$ cat src/rtl/lector_mes_rtc_pkg.sv
// Shared definitions for the RTC register readers: FSM encodings, RTC register map,
// bus payload and BCD month limits.
package lector_mes_rtc_pkg;

   localparam int unsigned BYTE_W     = 8;
   localparam int unsigned MES_W      = 4;
   localparam int unsigned CNT_W      = 8;
   localparam int unsigned T_FASE_DEF = 10;

   // RTC register map (address phase values)
   localparam logic [BYTE_W-1:0] RTC_DIR_SEG    = 8'h22;
   localparam logic [BYTE_W-1:0] RTC_DIR_MIN    = 8'h23;
   localparam logic [BYTE_W-1:0] RTC_DIR_HORA   = 8'h24;
   localparam logic [BYTE_W-1:0] RTC_DIR_MES    = 8'h25;
   localparam logic [BYTE_W-1:0] RTC_DIR_DIA    = 8'h26;
   localparam logic [BYTE_W-1:0] RTC_DIR_SEMANA = 8'h27;
   localparam logic [BYTE_W-1:0] RTC_DIR_ANO    = 8'h28;

   localparam logic [BYTE_W-1:0] MES_BCD_MIN = 8'h01;
   localparam logic [BYTE_W-1:0] MES_BCD_MAX = 8'h12;

   typedef enum logic [2:0] {
      REPOSO = 3'd0,
      DIR    = 3'd1,
      GUARDA = 3'd2,
      LECT   = 3'd3,
      FIN    = 3'd4
   } estado_t;

   typedef struct packed {
      logic              cs_n;
      logic              rd_n;
      logic              wr_n;
      logic              ad_n;
      logic              ad_oe;
      logic [BYTE_W-1:0] ad_out;
   } bus_rtc_t;

   localparam bus_rtc_t BUS_REPOSO = '{cs_n: 1'b1, rd_n: 1'b1, wr_n: 1'b1, ad_n: 1'b1,
                                       ad_oe: 1'b0, ad_out: '0};

endpackage

$ cat src/rtl/lector_mes_rtc_if.sv
// Multiplexed address/data bus of the external RTC (CS#, RD#, WR#, A/D#, 8-bit AD).
interface lector_mes_rtc_if;

   logic       cs_n;
   logic       rd_n;
   logic       wr_n;
   logic       ad_n;
   logic       ad_oe;
   logic [7:0] ad_out;
   logic [7:0] ad_in;

   modport master (
      output cs_n, rd_n, wr_n, ad_n, ad_oe, ad_out,
      input  ad_in
   );

   modport slave (
      input  cs_n, rd_n, wr_n, ad_n, ad_oe, ad_out,
      output ad_in
   );

endinterface

$ cat src/rtl/lector_mes_rtc_bcd_a_mes.sv
// Combinational BCD month check (01..12) and conversion to month index 0..11.
module bcd_a_mes
   import lector_mes_rtc_pkg::*;
(
   input  logic [BYTE_W-1:0] bcd,
   output logic              valido_c,
   output logic [MES_W-1:0]  indice_c
);

   logic [3:0] d1;
   logic [3:0] d0;

   assign d1 = bcd[7:4];
   assign d0 = bcd[3:0];

   // Both digits must be decimal before the range compare is meaningful
   assign valido_c = (d1 <= 4'd9) && (d0 <= 4'd9) &&
                     (bcd >= MES_BCD_MIN) && (bcd <= MES_BCD_MAX);

   assign indice_c = d1[0] ? MES_W'(d0 + 4'd9) : MES_W'(d0 - 4'd1);

endmodule

$ cat src/rtl/lector_mes_rtc.sv
// Reads the RTC month register over the multiplexed bus, validates the BCD byte and
// publishes it as BCD and as a 0..11 index with a one-cycle valid/error pulse.
module lector_mes_rtc
   import lector_mes_rtc_pkg::*;
#(
   parameter logic [BYTE_W-1:0] DIR_MES = RTC_DIR_MES,
   parameter int unsigned       T_FASE  = T_FASE_DEF
) (
   input  logic              clk,
   input  logic              reset,
   input  logic              iniciar,
   output logic              ocupado,
   lector_mes_rtc_if.master  bus,
   output logic [BYTE_W-1:0] mes_bcd,
   output logic [MES_W-1:0]  mes_bin,
   output logic              dato_valido,
   output logic              error_bcd
);

   localparam logic [CNT_W-1:0] CNT_ULT = CNT_W'(T_FASE - 1);

   estado_t           estado_q;
   estado_t           estado_d;
   logic [CNT_W-1:0]  cnt_q;
   logic [CNT_W-1:0]  cnt_d;
   bus_rtc_t          bus_q;
   bus_rtc_t          bus_d;
   logic              ocupado_d;
   logic              dato_valido_d;
   logic              error_bcd_d;
   logic [BYTE_W-1:0] mes_bcd_d;
   logic [MES_W-1:0]  mes_bin_d;
   logic              valido_c;
   logic [MES_W-1:0]  indice_c;
   logic              fin_fase_c;

   bcd_a_mes u_bcd_a_mes (
      .bcd      (bus.ad_in),
      .valido_c (valido_c),
      .indice_c (indice_c)
   );

   assign fin_fase_c = (cnt_q == CNT_ULT);

   // Next state, phase counter and next values of every registered output
   always_comb begin
      estado_d      = estado_q;
      cnt_d         = cnt_q + CNT_W'(1);
      mes_bcd_d     = mes_bcd;
      mes_bin_d     = mes_bin;
      dato_valido_d = 1'b0;
      error_bcd_d   = 1'b0;
      bus_d         = BUS_REPOSO;

      case (estado_q)
         REPOSO: begin
            cnt_d = '0;
            if (iniciar) estado_d = DIR;
         end
         DIR: begin
            if (fin_fase_c) begin
               estado_d = GUARDA;
               cnt_d    = '0;
            end
         end
         GUARDA: begin
            if (fin_fase_c) begin
               estado_d = LECT;
               cnt_d    = '0;
            end
         end
         LECT: begin
            // Decode on the capture edge so the pulse lands in the single FIN cycle
            if (fin_fase_c) begin
               estado_d = FIN;
               cnt_d    = '0;
               if (valido_c) begin
                  mes_bcd_d     = bus.ad_in;
                  mes_bin_d     = indice_c;
                  dato_valido_d = 1'b1;
               end else begin
                  error_bcd_d = 1'b1;
               end
            end
         end
         FIN: begin
            estado_d = REPOSO;
            cnt_d    = '0;
         end
         default: begin
            estado_d = REPOSO;
            cnt_d    = '0;
         end
      endcase

      case (estado_d)
         DIR:     bus_d = '{cs_n: 1'b0, rd_n: 1'b1, wr_n: 1'b0, ad_n: 1'b0,
                            ad_oe: 1'b1, ad_out: DIR_MES};
         LECT:    bus_d = '{cs_n: 1'b0, rd_n: 1'b0, wr_n: 1'b1, ad_n: 1'b1,
                            ad_oe: 1'b0, ad_out: '0};
         default: bus_d = BUS_REPOSO;
      endcase

      ocupado_d = (estado_d != REPOSO);
   end

   always_ff @(posedge clk or negedge reset) begin
      if (!reset) begin
         estado_q    <= REPOSO;
         cnt_q       <= '0;
         bus_q       <= BUS_REPOSO;
         ocupado     <= 1'b0;
         mes_bcd     <= MES_BCD_MIN;
         mes_bin     <= '0;
         dato_valido <= 1'b0;
         error_bcd   <= 1'b0;
      end else begin
         estado_q    <= estado_d;
         cnt_q       <= cnt_d;
         bus_q       <= bus_d;
         ocupado     <= ocupado_d;
         mes_bcd     <= mes_bcd_d;
         mes_bin     <= mes_bin_d;
         dato_valido <= dato_valido_d;
         error_bcd   <= error_bcd_d;
      end
   end

   assign bus.cs_n   = bus_q.cs_n;
   assign bus.rd_n   = bus_q.rd_n;
   assign bus.wr_n   = bus_q.wr_n;
   assign bus.ad_n   = bus_q.ad_n;
   assign bus.ad_oe  = bus_q.ad_oe;
   assign bus.ad_out = bus_q.ad_out;

endmodule

$ cat src/flat_wrapper.sv
// flat-port wrapper written by rule: the top's interface ports become plain ports
module lector_mes_rtc_flat import lector_mes_rtc_pkg::*;
#(
   parameter logic [BYTE_W-1:0] DIR_MES = RTC_DIR_MES,
   parameter int unsigned       T_FASE  = T_FASE_DEF
)
  (clk, reset, iniciar, ocupado, mes_bcd, mes_bin, dato_valido, error_bcd, bus_cs_n, bus_rd_n, bus_wr_n, bus_ad_n, bus_ad_oe, bus_ad_out, bus_ad_in);
  lector_mes_rtc_if bus_i ();
  input  logic clk;
  input  logic reset;
  input  logic iniciar;
  output logic ocupado;
  output logic [BYTE_W-1:0] mes_bcd;
  output logic [MES_W-1:0] mes_bin;
  output logic dato_valido;
  output logic error_bcd;
  output wire logic [$bits(bus_i.cs_n)-1:0] bus_cs_n;
  output wire logic [$bits(bus_i.rd_n)-1:0] bus_rd_n;
  output wire logic [$bits(bus_i.wr_n)-1:0] bus_wr_n;
  output wire logic [$bits(bus_i.ad_n)-1:0] bus_ad_n;
  output wire logic [$bits(bus_i.ad_oe)-1:0] bus_ad_oe;
  output wire logic [$bits(bus_i.ad_out)-1:0] bus_ad_out;
  input wire logic [$bits(bus_i.ad_in)-1:0] bus_ad_in;
  assign bus_cs_n = bus_i.cs_n;
  assign bus_rd_n = bus_i.rd_n;
  assign bus_wr_n = bus_i.wr_n;
  assign bus_ad_n = bus_i.ad_n;
  assign bus_ad_oe = bus_i.ad_oe;
  assign bus_ad_out = bus_i.ad_out;
  assign bus_i.ad_in = bus_ad_in;
  lector_mes_rtc #(.DIR_MES(DIR_MES), .T_FASE(T_FASE)) u_core (.clk(clk), .reset(reset), .iniciar(iniciar), .ocupado(ocupado), .bus(bus_i), .mes_bcd(mes_bcd), .mes_bin(mes_bin), .dato_valido(dato_valido), .error_bcd(error_bcd));
endmodule
$ cat config.mk
export PLATFORM = sky130hd
export DESIGN_NAME = lector_mes_rtc_flat
export DESIGN_NICKNAME = d
export VERILOG_FILES = /design/src/rtl/lector_mes_rtc_pkg.sv /design/src/rtl/lector_mes_rtc_if.sv /design/src/rtl/lector_mes_rtc_bcd_a_mes.sv /design/src/rtl/lector_mes_rtc.sv /design/src/flat_wrapper.sv
export SDC_FILE = /design/constraint.sdc
export NUM_CORES = 1
export LEC_CHECK = 0
export BUFFER_PORTS_ARGS = -buffer_cell sky130_fd_sc_hd__buf_4
export CORE_MARGIN = 2
export CORE_UTILIZATION = 45
export DETAILED_ROUTE_END_ITERATION = 10
export PLACE_DENSITY = 0.7
export SLEW_MARGIN = 20
export SYNTH_ARGS = -nofsm -noshare
export SYNTH_HDL_FRONTEND = slang
export SYNTH_HIERARCHICAL = 1
export SYNTH_SLANG_ARGS = --single-unit
$ cat constraint.sdc
create_clock -name clk -period 5.3 [get_ports clk]
set_input_delay 0.265 -clock clk [delete_from_list [all_inputs] [get_ports clk]]
set_output_delay 0.265 -clock clk [all_outputs]
set_load 0.1 [all_outputs]
==> results.yml <==
critical_path:
  reg2reg_slack_ps: 2910
  crit_arrival_ps: 2590
  cpPeakStageDelay_ps: 700
  r2r_cells: 5
  worstSetupPathType: "flop to flop"
  regToRegStartpoint: "u_core/cnt_q[1]"
  end_kind: "flop"
  crit_path_max_fanout: 12
  timing.rr.end: "u_core/mes_bcd[1]"
  cpMaxStageDelayCell: "nor4_4"
  cp.required_ps: 5510
  crit_path_start_kind: "flop"
  crit_chain: "inv_1 > ha_1 > or3b_2 > nor4_4 > mux2_2"
cts:
  cts.clk_slew.worst_paths_ps: 100
  cts_tree: "built"
  cts_buffers: 5
  numClockSinks: 30
  htree_num_levels: 2
  cts_root_buf: "clkbuf_4"
  insertion_delay_ps: 330
  cts_buffer_depth: 2
  post_cts_buffers: 0
floorplanning:
  die_w_um: 60.8
  die_y_um: 60.8
  io_pins: 39
  die_area_mm2: 0.00370
  start_util: 0.476
  core_area_mm2: 0.00305
  std_cell_rows: 20
timing:
  min_period_ps: 2390
  final_max_slew_viol_count: 0
  tightest_slew_ps: 753
  period_share: 0.450
  hold_viol: 0
  skew_ps: 11.8
  fmaxAchievable_ghz: 0.419
  setup_viol_count_final: 0
  rsz0062_at_grt: "false"
  relSlewSlack: 0.494
  finalSetupTns_ps: 0
place:
  place_congestion: 0.825
  place_area_mm2: 0.00169
  dp_hpwl_mm: 1.87
  numPortBuffers: 33
layout:
  fin_area_mm2: 0.00176
  syn2layout_area_growth_pct: 21.0
  drive_gt1_frac: 0.379
  nets: 176
  diodes: 0
run:
  cap_violations: 0
drt:
  drc: 0
  vias: 978
  first_pass_iters: 2
  routed_wirelength_mm: 2.57
  vias_per_cell: 4.77
  wl_per_cell_um: 12.5
  drt-initial-drc-count: 11
  ant_nets: 0
global_route:
  antenna_found_initial: 0
  grt-ovfl-total: 0
  grt_pass1_vias: 969
  grt_pass1_wl_mm: 4.35
  grt_max_degree: 31
  track_usage: 0.163
power:
  ir_worst_vdd_uv: 238
  power.density_mw_per_mm2: 504
  power.leakage_nw: 0.870
synthesis:
  avgSynthCellArea_um2: 11.5
  synth_edf_count: 0
  synth_cell_type_count: 37
  yosys_register_bits: 30
  async_reset_ff_frac: 1.00
  yosysSeqAreaShare: 0.520
  synthFlopType: "dfrtp_1"
  syn_area_mm2: 0.00145
  netlist_instances: 126
  ys_warn_count: 6
worst_hold_path:
  holdPathEnd: "u_core/mes_bcd[5]"
  hp-class: "input port to flop"
  whs_path_depth: 2
  worstHoldStart: "bus_ad_in[5]"
status:
  outcome: "finished, final reports clean"
## layout make-up
| type | count | area, µm² |
|---|---|---|
| fillers | 283 | 1290 |
| well taps | 44 | 55.1 |
| flip-flops and latches | 30 | 756 |
| clock inverters | 1 | 5.00 |
| multi-input cells | 84 | 611 |
| clock buffers | 7 | 55.1 |
| inverters | 5 | 18.8 |
| repair buffers | 34 | 258 |
## cells in the mapped netlist, drive strengths merged (2+ instances only)
| cell | count | share of area |
|---|---|---|
| dfrtp | 26 | 0.45 |
| mux2 | 12 | 0.093 |
| buf | 10 | 0.054 |
| nor2 | 10 | 0.026 |
| a21oi | 7 | 0.024 |
| o21ai | 7 | 0.024 |
| inv | 5 | 0.013 |
| nand3 | 5 | 0.017 |
| dfstp | 4 | 0.072 |
| ha | 4 | 0.034 |
| or3 | 4 | 0.018 |
| xor2 | 4 | 0.024 |
| nand2 | 3 | 0.0078 |
| nor3 | 3 | 0.010 |
| a211o | 2 | 0.012 |
| and3 | 2 | 0.0086 |
## worst max-delay path by stage
stage,from,endpoint,slack [ps],cells past startpoint
global placement,bus_ad_in[2],u_core/mes_bcd[6],2830,7
floorplan,u_core/cnt_q[1],u_core/mes_bcd[1],3280,6
global route,u_core/cnt_q[1],u_core/mes_bcd[1],2790,5
CTS,u_core/cnt_q[1],u_core/mes_bcd[1],2920,5
finish,u_core/cnt_q[1],u_core/mes_bcd[1],2910,5
detailed placement,bus_ad_in[2],u_core/mes_bcd[2],2840,7
## state kept, by name (all words and copies together), names as in the netlist
| signal | count |
|---|---|
| u_core/ocupado | 1 |
| u_core/estado_q | 3 |
| u_core/error_bcd | 1 |
| u_core/bus.cs_n | 1 |
| u_core/mes_bcd | 8 |
| u_core/cnt_q | 8 |
| u_core/bus.ad_n | 1 |
| u_core/mes_bin | 4 |
| u_core/dato_valido | 1 |
| u_core/bus.rd_n | 1 |
| u_core/bus.ad_out | 1 |
## power breakdown
group	internal [W]	switching [W]
clock network	0.0000642	0.0000741
registers	0.000274	0.0000415
logic	0.000103	0.000329
## repair_timing
item / 4_1_cts / 5_1_grt
endpoints found under the hold margin: 26 / 0
resized for setup: 0 / 0
hold buffers: 1 / 0
endpoints found under the setup margin: 0 / 0
## cell usage in the layout (no fill, tap or decap), types with 2 or more instances in the layout
cell | Yosys | final
nand2_1 | 3 | 3
xor2_1 | 4 | 4
and3_1 | 2 | 2
buf_4 | 9 | 33
nor2_1 | 10 | 10
clkbuf_4 | 0 | 5
nor3_1 | 3 | 3
a21oi_1 | 7 | 7
a211o_1 | 2 | 2
mux2_2 | 12 | 12
nand3_1 | 5 | 5
conb_1 | 1 | 5
or3_1 | 3 | 3
o21ai_0 | 6 | 6
dfstp_2 | 4 | 4
ha_1 | 4 | 4
inv_1 | 5 | 5
dfrtp_1 | 26 | 26
## layer usage
metal,share of wire,vias to the layer above,track usage
met5,0,-,0
met1,0.44,456,0.202
met2,0.50,22,0.258
met3,0.046,5,0.0512
met4,0.016,0,0.0839
li1,-,495,-
## logic make-up (layout without fill, tap and decap cells)
| group | after synthesis | count (layout) | share of synthesized area |
|---|---|---|---|
| and+or+nand+nor | 36 | 36 | 0.147 |
| muxes | 13 | 13 | 0.0999 |
| AOI/OAI and AO/OA | 20 | 20 | 0.0818 |
| buffers and inverters | 16 | 47 | 0.0698 |
| DFF | 30 | 30 | 0.520 |
| xor gates and xnor gates | 5 | 5 | 0.0301 |
| other | 1 | 5 | 0.00258 |
| adders and majority gates | 5 | 5 | 0.0482 |
## worst max-delay path: cells and delay by family, from the launching register on
| family | cells | cell delay [ps] |
|---|---|---|
| buf+inv | 1 | 80 |
| flops | 1 | 440 |
| mux | 1 | 420 |
| simple gates | 2 | 1190 |
| fa+ha+maj | 1 | 150 |
## through the flow
step / power [W] / setup slack [ps] / hold slack (ps) / util / instances
floorplan: 0.000686 / 3280 / -30.6 / - / 130
global placement: 0.000743 / 2830 / 204 / 0.553 / 196
detailed placement: 0.000750 / 2840 / 209 / 0.553 / 196
CTS: 0.000894 / 2920 / 169 / 0.576 / 205
global route: 0.000934 / 2790 / 167 / 0.576 / 205
finish: 0.000886 / 2910 / 184 / 0.576 / 205
Power figures use the tool's default switching activity.
